## src/rtl/operand_frame_collector_pkg.sv

```systemverilog
// Shared types for the operand frame collector and its output register bank.
// A frame is eight operand words, X first, T last.
package operand_frame_pkg;

    localparam int OPW     = 32;
    localparam int NUM_OPS = 8;
    localparam int IDX_W   = 3;

    typedef enum logic [IDX_W-1:0] {
        OP_X,
        OP_Y,
        OP_Z,
        OP_P,
        OP_Q,
        OP_R,
        OP_S,
        OP_T
    } op_idx_e;

    typedef logic [NUM_OPS-1:0][OPW-1:0] op_frame_t;

endpackage

```

## src/rtl/operand_frame_collector_if.sv

```systemverilog
// Serial operand input stream plus parallel frame output with handshakes.
// master drives beats and out_ready; slave is the collector.
interface operand_frame_collector_if #(
    parameter int WIDTH = 32
);

    logic             in_valid;
    logic             in_ready;
    logic [WIDTH-1:0] in_data;
    logic             in_last;
    logic             out_valid;
    logic             out_ready;
    logic [WIDTH-1:0] X;
    logic [WIDTH-1:0] Y;
    logic [WIDTH-1:0] Z;
    logic [WIDTH-1:0] P;
    logic [WIDTH-1:0] Q;
    logic [WIDTH-1:0] R;
    logic [WIDTH-1:0] S;
    logic [WIDTH-1:0] T;
    logic             frame_err;

    modport master (
        output in_valid, in_data, in_last, out_ready,
        input  in_ready, out_valid, frame_err,
        input  X, Y, Z, P, Q, R, S, T
    );

    modport slave (
        input  in_valid, in_data, in_last, out_ready,
        output in_ready, out_valid, frame_err,
        output X, Y, Z, P, Q, R, S, T
    );

endinterface

```

## src/rtl/operand_frame_collector_hold.sv

```systemverilog
// Output register bank: holds a frame until downstream accepts it.
// A load in the same cycle as out_ready replaces the frame with no gap.
module frame_hold_reg
    import operand_frame_pkg::*;
(
    input  logic      clk,
    input  logic      rst,
    input  logic      load,
    input  op_frame_t frame,
    input  logic      out_ready,
    output logic      out_valid,
    output op_frame_t data
);

    always_ff @(posedge clk) begin
        if (rst) begin
            out_valid <= 1'b0;
            data      <= '0;
        end else if (load) begin
            out_valid <= 1'b1;
            data      <= frame;
        end else if (out_ready) begin
            out_valid <= 1'b0;
        end
    end

endmodule

```

## src/rtl/operand_frame_collector.sv

```systemverilog
// Assembles serial operand words into 8-word frames with a 2-deep
// (collect + hold) buffer; malformed frames are dropped and flagged.
module operand_frame_collector #(
    parameter int WIDTH   = 32,
    parameter int NUM_OPS = 8
) (
    input logic                      clk,
    input logic                      rst,
    operand_frame_collector_if.slave bus
);

    import operand_frame_pkg::*;

    if (NUM_OPS != 8) begin : g_bad_ops
        $error("operand_frame_collector: NUM_OPS must be 8");
    end
    if (WIDTH != OPW) begin : g_bad_width
        $error("operand_frame_collector: WIDTH must equal OPW");
    end

    logic [IDX_W-1:0] idx;
    op_frame_t        slots;
    logic             pending;
    logic             in_ready_q;
    logic             frame_err_q;

    logic             accept;
    logic             at_last_slot;
    logic             complete;
    logic             bad_frame;
    logic             out_free;
    logic             load;
    op_frame_t        load_frame;
    logic             out_valid;
    op_frame_t        hold_data;

    assign accept       = bus.in_valid && in_ready_q;
    assign at_last_slot = (idx == OP_T);
    assign complete     = accept && bus.in_last && at_last_slot;
    assign bad_frame    = accept && (bus.in_last != at_last_slot);
    assign out_free     = !out_valid || bus.out_ready;

    // A pending frame already has its last word parked in slot T.
    always_comb begin
        load_frame = slots;
        load       = 1'b0;
        if (pending) begin
            load = out_free;
        end else if (complete) begin
            load             = out_free;
            load_frame[OP_T] = bus.in_data;
        end
    end

    always_ff @(posedge clk) begin
        if (rst) begin
            idx         <= '0;
            slots       <= '0;
            pending     <= 1'b0;
            in_ready_q  <= 1'b1;
            frame_err_q <= 1'b0;
        end else begin
            frame_err_q <= bad_frame;
            if (accept) begin
                slots[idx] <= bus.in_data;
                if (bad_frame || complete) begin
                    idx <= '0;
                end else begin
                    idx <= idx + IDX_W'(1);
                end
            end
            if (pending && out_free) begin
                pending    <= 1'b0;
                in_ready_q <= 1'b1;
            end else if (complete && !out_free) begin
                pending    <= 1'b1;
                in_ready_q <= 1'b0;
            end
        end
    end

    frame_hold_reg u_hold (
        .clk       (clk),
        .rst       (rst),
        .load      (load),
        .frame     (load_frame),
        .out_ready (bus.out_ready),
        .out_valid (out_valid),
        .data      (hold_data)
    );

    assign bus.in_ready  = in_ready_q;
    assign bus.out_valid = out_valid;
    assign bus.frame_err = frame_err_q;
    assign bus.X         = hold_data[OP_X];
    assign bus.Y         = hold_data[OP_Y];
    assign bus.Z         = hold_data[OP_Z];
    assign bus.P         = hold_data[OP_P];
    assign bus.Q         = hold_data[OP_Q];
    assign bus.R         = hold_data[OP_R];
    assign bus.S         = hold_data[OP_S];
    assign bus.T         = hold_data[OP_T];

endmodule

```

## src/flat_wrapper.sv

```systemverilog
// flat-port wrapper written by rule: the top's interface ports become plain ports
module operand_frame_collector_flat import operand_frame_pkg::*;
#(
    parameter int WIDTH   = 32,
    parameter int NUM_OPS = 8
)
  (clk, rst, bus_in_valid, bus_in_data, bus_in_last, bus_out_ready, bus_in_ready, bus_out_valid, bus_frame_err, bus_X, bus_Y, bus_Z, bus_P, bus_Q, bus_R, bus_S, bus_T);
  operand_frame_collector_if #(.WIDTH(WIDTH)) bus_i ();
  input logic clk;
  input logic rst;
  input wire logic [$bits(bus_i.in_valid)-1:0] bus_in_valid;
  input wire logic [$bits(bus_i.in_data)-1:0] bus_in_data;
  input wire logic [$bits(bus_i.in_last)-1:0] bus_in_last;
  input wire logic [$bits(bus_i.out_ready)-1:0] bus_out_ready;
  output wire logic [$bits(bus_i.in_ready)-1:0] bus_in_ready;
  output wire logic [$bits(bus_i.out_valid)-1:0] bus_out_valid;
  output wire logic [$bits(bus_i.frame_err)-1:0] bus_frame_err;
  output wire logic [$bits(bus_i.X)-1:0] bus_X;
  output wire logic [$bits(bus_i.Y)-1:0] bus_Y;
  output wire logic [$bits(bus_i.Z)-1:0] bus_Z;
  output wire logic [$bits(bus_i.P)-1:0] bus_P;
  output wire logic [$bits(bus_i.Q)-1:0] bus_Q;
  output wire logic [$bits(bus_i.R)-1:0] bus_R;
  output wire logic [$bits(bus_i.S)-1:0] bus_S;
  output wire logic [$bits(bus_i.T)-1:0] bus_T;
  assign bus_i.in_valid = bus_in_valid;
  assign bus_i.in_data = bus_in_data;
  assign bus_i.in_last = bus_in_last;
  assign bus_i.out_ready = bus_out_ready;
  assign bus_in_ready = bus_i.in_ready;
  assign bus_out_valid = bus_i.out_valid;
  assign bus_frame_err = bus_i.frame_err;
  assign bus_X = bus_i.X;
  assign bus_Y = bus_i.Y;
  assign bus_Z = bus_i.Z;
  assign bus_P = bus_i.P;
  assign bus_Q = bus_i.Q;
  assign bus_R = bus_i.R;
  assign bus_S = bus_i.S;
  assign bus_T = bus_i.T;
  operand_frame_collector #(.WIDTH(WIDTH), .NUM_OPS(NUM_OPS)) u_core (.clk(clk), .rst(rst), .bus(bus_i));
endmodule
```

## config.mk

```make
export PLATFORM = sky130hd
export DESIGN_NAME = operand_frame_collector_flat
export DESIGN_NICKNAME = d
export VERILOG_FILES = /design/src/rtl/operand_frame_collector_pkg.sv /design/src/rtl/operand_frame_collector_if.sv /design/src/rtl/operand_frame_collector_hold.sv /design/src/rtl/operand_frame_collector.sv /design/src/flat_wrapper.sv
export SDC_FILE = /design/constraint.sdc
export NUM_CORES = 1
export LEC_CHECK = 0
export BUFFER_PORTS_ARGS = -buffer_cell sky130_fd_sc_hd__buf_2
export CORE_ASPECT_RATIO = 0.75
export CORE_MARGIN = 10
export CORE_UTILIZATION = 50
export DETAILED_ROUTE_END_ITERATION = 10
export GPL_TIMING_DRIVEN = 0
export PLACE_DENSITY = 0.81
export SYNTH_ARGS = -nofsm -noshare
export SYNTH_HDL_FRONTEND = slang
export SYNTH_SLANG_ARGS = --single-unit
export TNS_END_PERCENT = 5
```

## constraint.sdc

```tcl
create_clock -name clk -period 2.05 [get_ports clk]
set_input_delay 0 -clock clk [delete_from_list [all_inputs] [get_ports clk]]
set_output_delay 0 -clock clk [all_outputs]
set_load 0.01 [all_outputs]
```

==> results by group <==
Detailed routing
  • Vias/cell: 5.849
  • Drt total wl: 76,470 um
  • Initial DRC Count: 2,636
  • Iteration count of the initial detailed-routing pass: 6
  • Routed WL per cell: 22.99 um
  • DRT antenna net count: 0
  • Vias post-DR: 19,460
  • DR DRC count: 0

Placed design
  • Port buffer count: 262
  • GPL Wtd Cong: 0.9216
  • Post-DP HPWL: 53,930 um
  • Placed inst area: 0.02366 mm^2
  • Post-Place Cells: 3,229

Cells and area
  • Commonest non-fill, non-tap cell in the layout: dfxtp_1
  • Final Cell Area: 0.02544 mm^2
  • Area grow syn2layout: 17.54%
  • Non-filler instance count after layout: 3,327
  • Net count, final: 2,757
  • Layout cells sized above 1: 15.69%
  • Most frequent cells in the layout: 519 x dfxtp_1, 450 x nand2b_1, 309 x buf_2

Floorplan
  • Rows: 65
  • Die H: 200.2 um
  • Die Area: 0.05209 mm^2
  • I/O pins: 296
  • Initial Util: 51.07%
  • Die X: 260.2 um
  • CORE AREA: 0.04237 mm^2

STA
  • Worst slew pin tran: 1.412 ns
  • RSZ-0062 raised after global routing: true
  • Slew margin rel.: 5.847%
  • Slew Limit Fails: 0
  • Hold violation count in the final report: 0
  • WHS: 0.04116 ns
  • Final setup vio count: 0
  • Final min period: 2.013 ns
  • F_max: 496.8 MHz
  • Period Utilization, post-route: 98.18%
  • Final Skew: 0.01647 ns

CTS
  • CTS root buf: clkbuf_16
  • Clock Path Buffers: 3
  • Clk sinks: 519
  • Worst skew pair latency: 0.58 ns
  • H-tree depth: 2
  • Worst-path clk slew: 0.07 ns
  • CTS Buf Count: 50
  • TritonCTS clock tree: done

Yosys
  • Post-synthesis register bit count: 519
  • Post-Syn Instances: 2,398
  • Syn nets: 2,437
  • Yosys warns: 0
  • Post-synthesis area per instance: 9.025 um^2
  • Netlist cell types: 32
  • Syn Std Cell Area: 0.02164 mm^2
  • Register area share after synthesis: 48.01%

Setup path
  • Reg2Reg Setup Slack: 0.04 ns
  • Critical path class: flop to flop
  • Arrival @ worst endpoint: 2.52 ns
  • CP Capture Type: flop
  • Worst-path maximum fanout: 10
  • Startpoint Class: flop
  • Worst Path Required: 2.55 ns

Global route
  • Gr usage total: 27.70%
  • Vias in the first global route: 18,660
  • Initial antenna violation count: 5
  • First-pass GRT wire length: 112,600 um
  • Pin count of the biggest net entering global routing: 15
  • GRT overflow: 0

Outcome
  • Outcome: completed

Pwr
  • Max IR drop VDD: 0.6480 mV
  • Static leakage: 8.811 nW
  • Power per cell area: 806.0 mW/mm^2

Job
  • Max_cap viols: 0

Min path
  • HP Class: input port to flop
logic make-up after synthesis:
logic type,Yosys count,synth area share (%)
AOI/OAI and AO/OA,582,13.80
buffers and inverters,277,6.013
adders and majority gates,2,0.1156
xor gates and xnor gates,1,0.04048
and+or+nand+nor,792,21.62
DFF,519,48.01
muxes,225,10.41
metal layers:
metal / track usage, % / routed length [um] / vias up / share of wire, %
met4: 10.90 / 3021 / 4 / 4.0
met3: 8.482 / 8832 / 176 / 12
met1: 36.01 / 30920 / 9261 / 40
met5: 0 / 26 / - / 0.034
met2: 42.19 / 33670 / 1111 / 44
li1: - / - / 8908 / -
final timing paths:
| check | start | to | depth (start not counted) |
|---|---|---|---|
| hold / removal | bus_in_data[0] | u_core.load_frame[192] | 3 |
| setup reg to reg | u_core.bus.in_ready | u_core.load_frame[18] | 6 |
| hold reg to reg | u_core.u_hold.data[201] | u_core.u_hold.data[201] | 2 |
| setup / recovery | u_core.bus.in_ready | u_core.load_frame[18] | 6 |
final cells by class:
| class | instances | area, um^2 |
|---|---|---|
| multi-input cells | 1602 | 9962 |
| fillers | 3571 | 16940 |
| plain buffers | 277 | 1319 |
| flip-flops and latches | 519 | 10390 |
| diodes | 5 | 12.51 |
| well taps | 569 | 711.9 |
| clock inverters | 13 | 146.4 |
| repair buffers | 268 | 1403 |
| clock buffers | 74 | 1493 |
cell usage after synthesis, drive strengths merged:
master,instances,area (um^2)
and2,1,6.260
a22oi,2,15.01
nand3b,2,15.01
nor3,2,10.01
o21ai,288,1441
a41oi,1,27.53
nand3,289,1446
ha,2,25.02
or3b,1,8.760
and4,1,8.760
xnor2,1,8.760
and3b,2,17.52
a21oi,257,1286
a31oi,32,200.2
nand2,3,11.26
nor2,4,22.52
dfxtp,519,10390
nor3b,1,7.510
nor2b,2,12.51
buf,87,588.1
nand4b,32,280.3
nand2b,450,2815
a21o,2,15.01
and3,1,6.260
nor4bb,1,10.01
clkbuf,190,713.2
mux2i,225,2252
flip-flops by register name (all words and copies together) (netlist names):
name	flops
u_core.slots	32
u_core.load_frame	224
u_core.idx	3
u_core.pending	1
u_core.bus.in_ready	1
u_core.u_hold.out_valid	1
u_core.bus.frame_err	1
u_core.u_hold.data	256
report_power, final:
| group | leakage [nW] | internal (mW) | switching [mW] |
|---|---|---|---|
| combinational | 3.81 | 0.272 | 0.691 |
| sequential | 4.19 | 10.1 | 0.0361 |
| clock | 0.812 | 5.39 | 3.97 |
| total | 8.81 | 15.8 | 4.69 |
critical path, cell delays in order (launching register included):
cell	delay [ns]
dfxtp_1	0.39
buf_2	0.26
nor2b_1	0.20
buf_2	0.33
clkbuf_1	0.41
nand3_1	0.15
a21oi_1	0.19
timing repair:
item | 4_1_cts | 5_1_grt
cloned | 1 | 0
pin swaps | 2 | 0
hold endpoints to repair | 13 | 0
setup endpoints to repair | 224 | 91
setup buffers | 3 | 0
resized for setup | 5 | 9
hold buffers | 2 | 0
through the flow:
stage          total power [mW]  utilization [%]  TNS (ns)  setup WS (ns)
2_1_floorplan             10.94                -         0         0.3851
3_3_place_gp              11.29            55.85    -23.47        -0.1962
3_5_place_dp              11.32            55.85    -33.81        -0.2559
4_1_cts                   20.46            59.97         0        0.05876
5_1_grt                   20.96            60.00   -0.4711       -0.04725
6_report                  20.50            60.03         0        0.03723
Note: power is estimated with default switching activity, not from simulation.
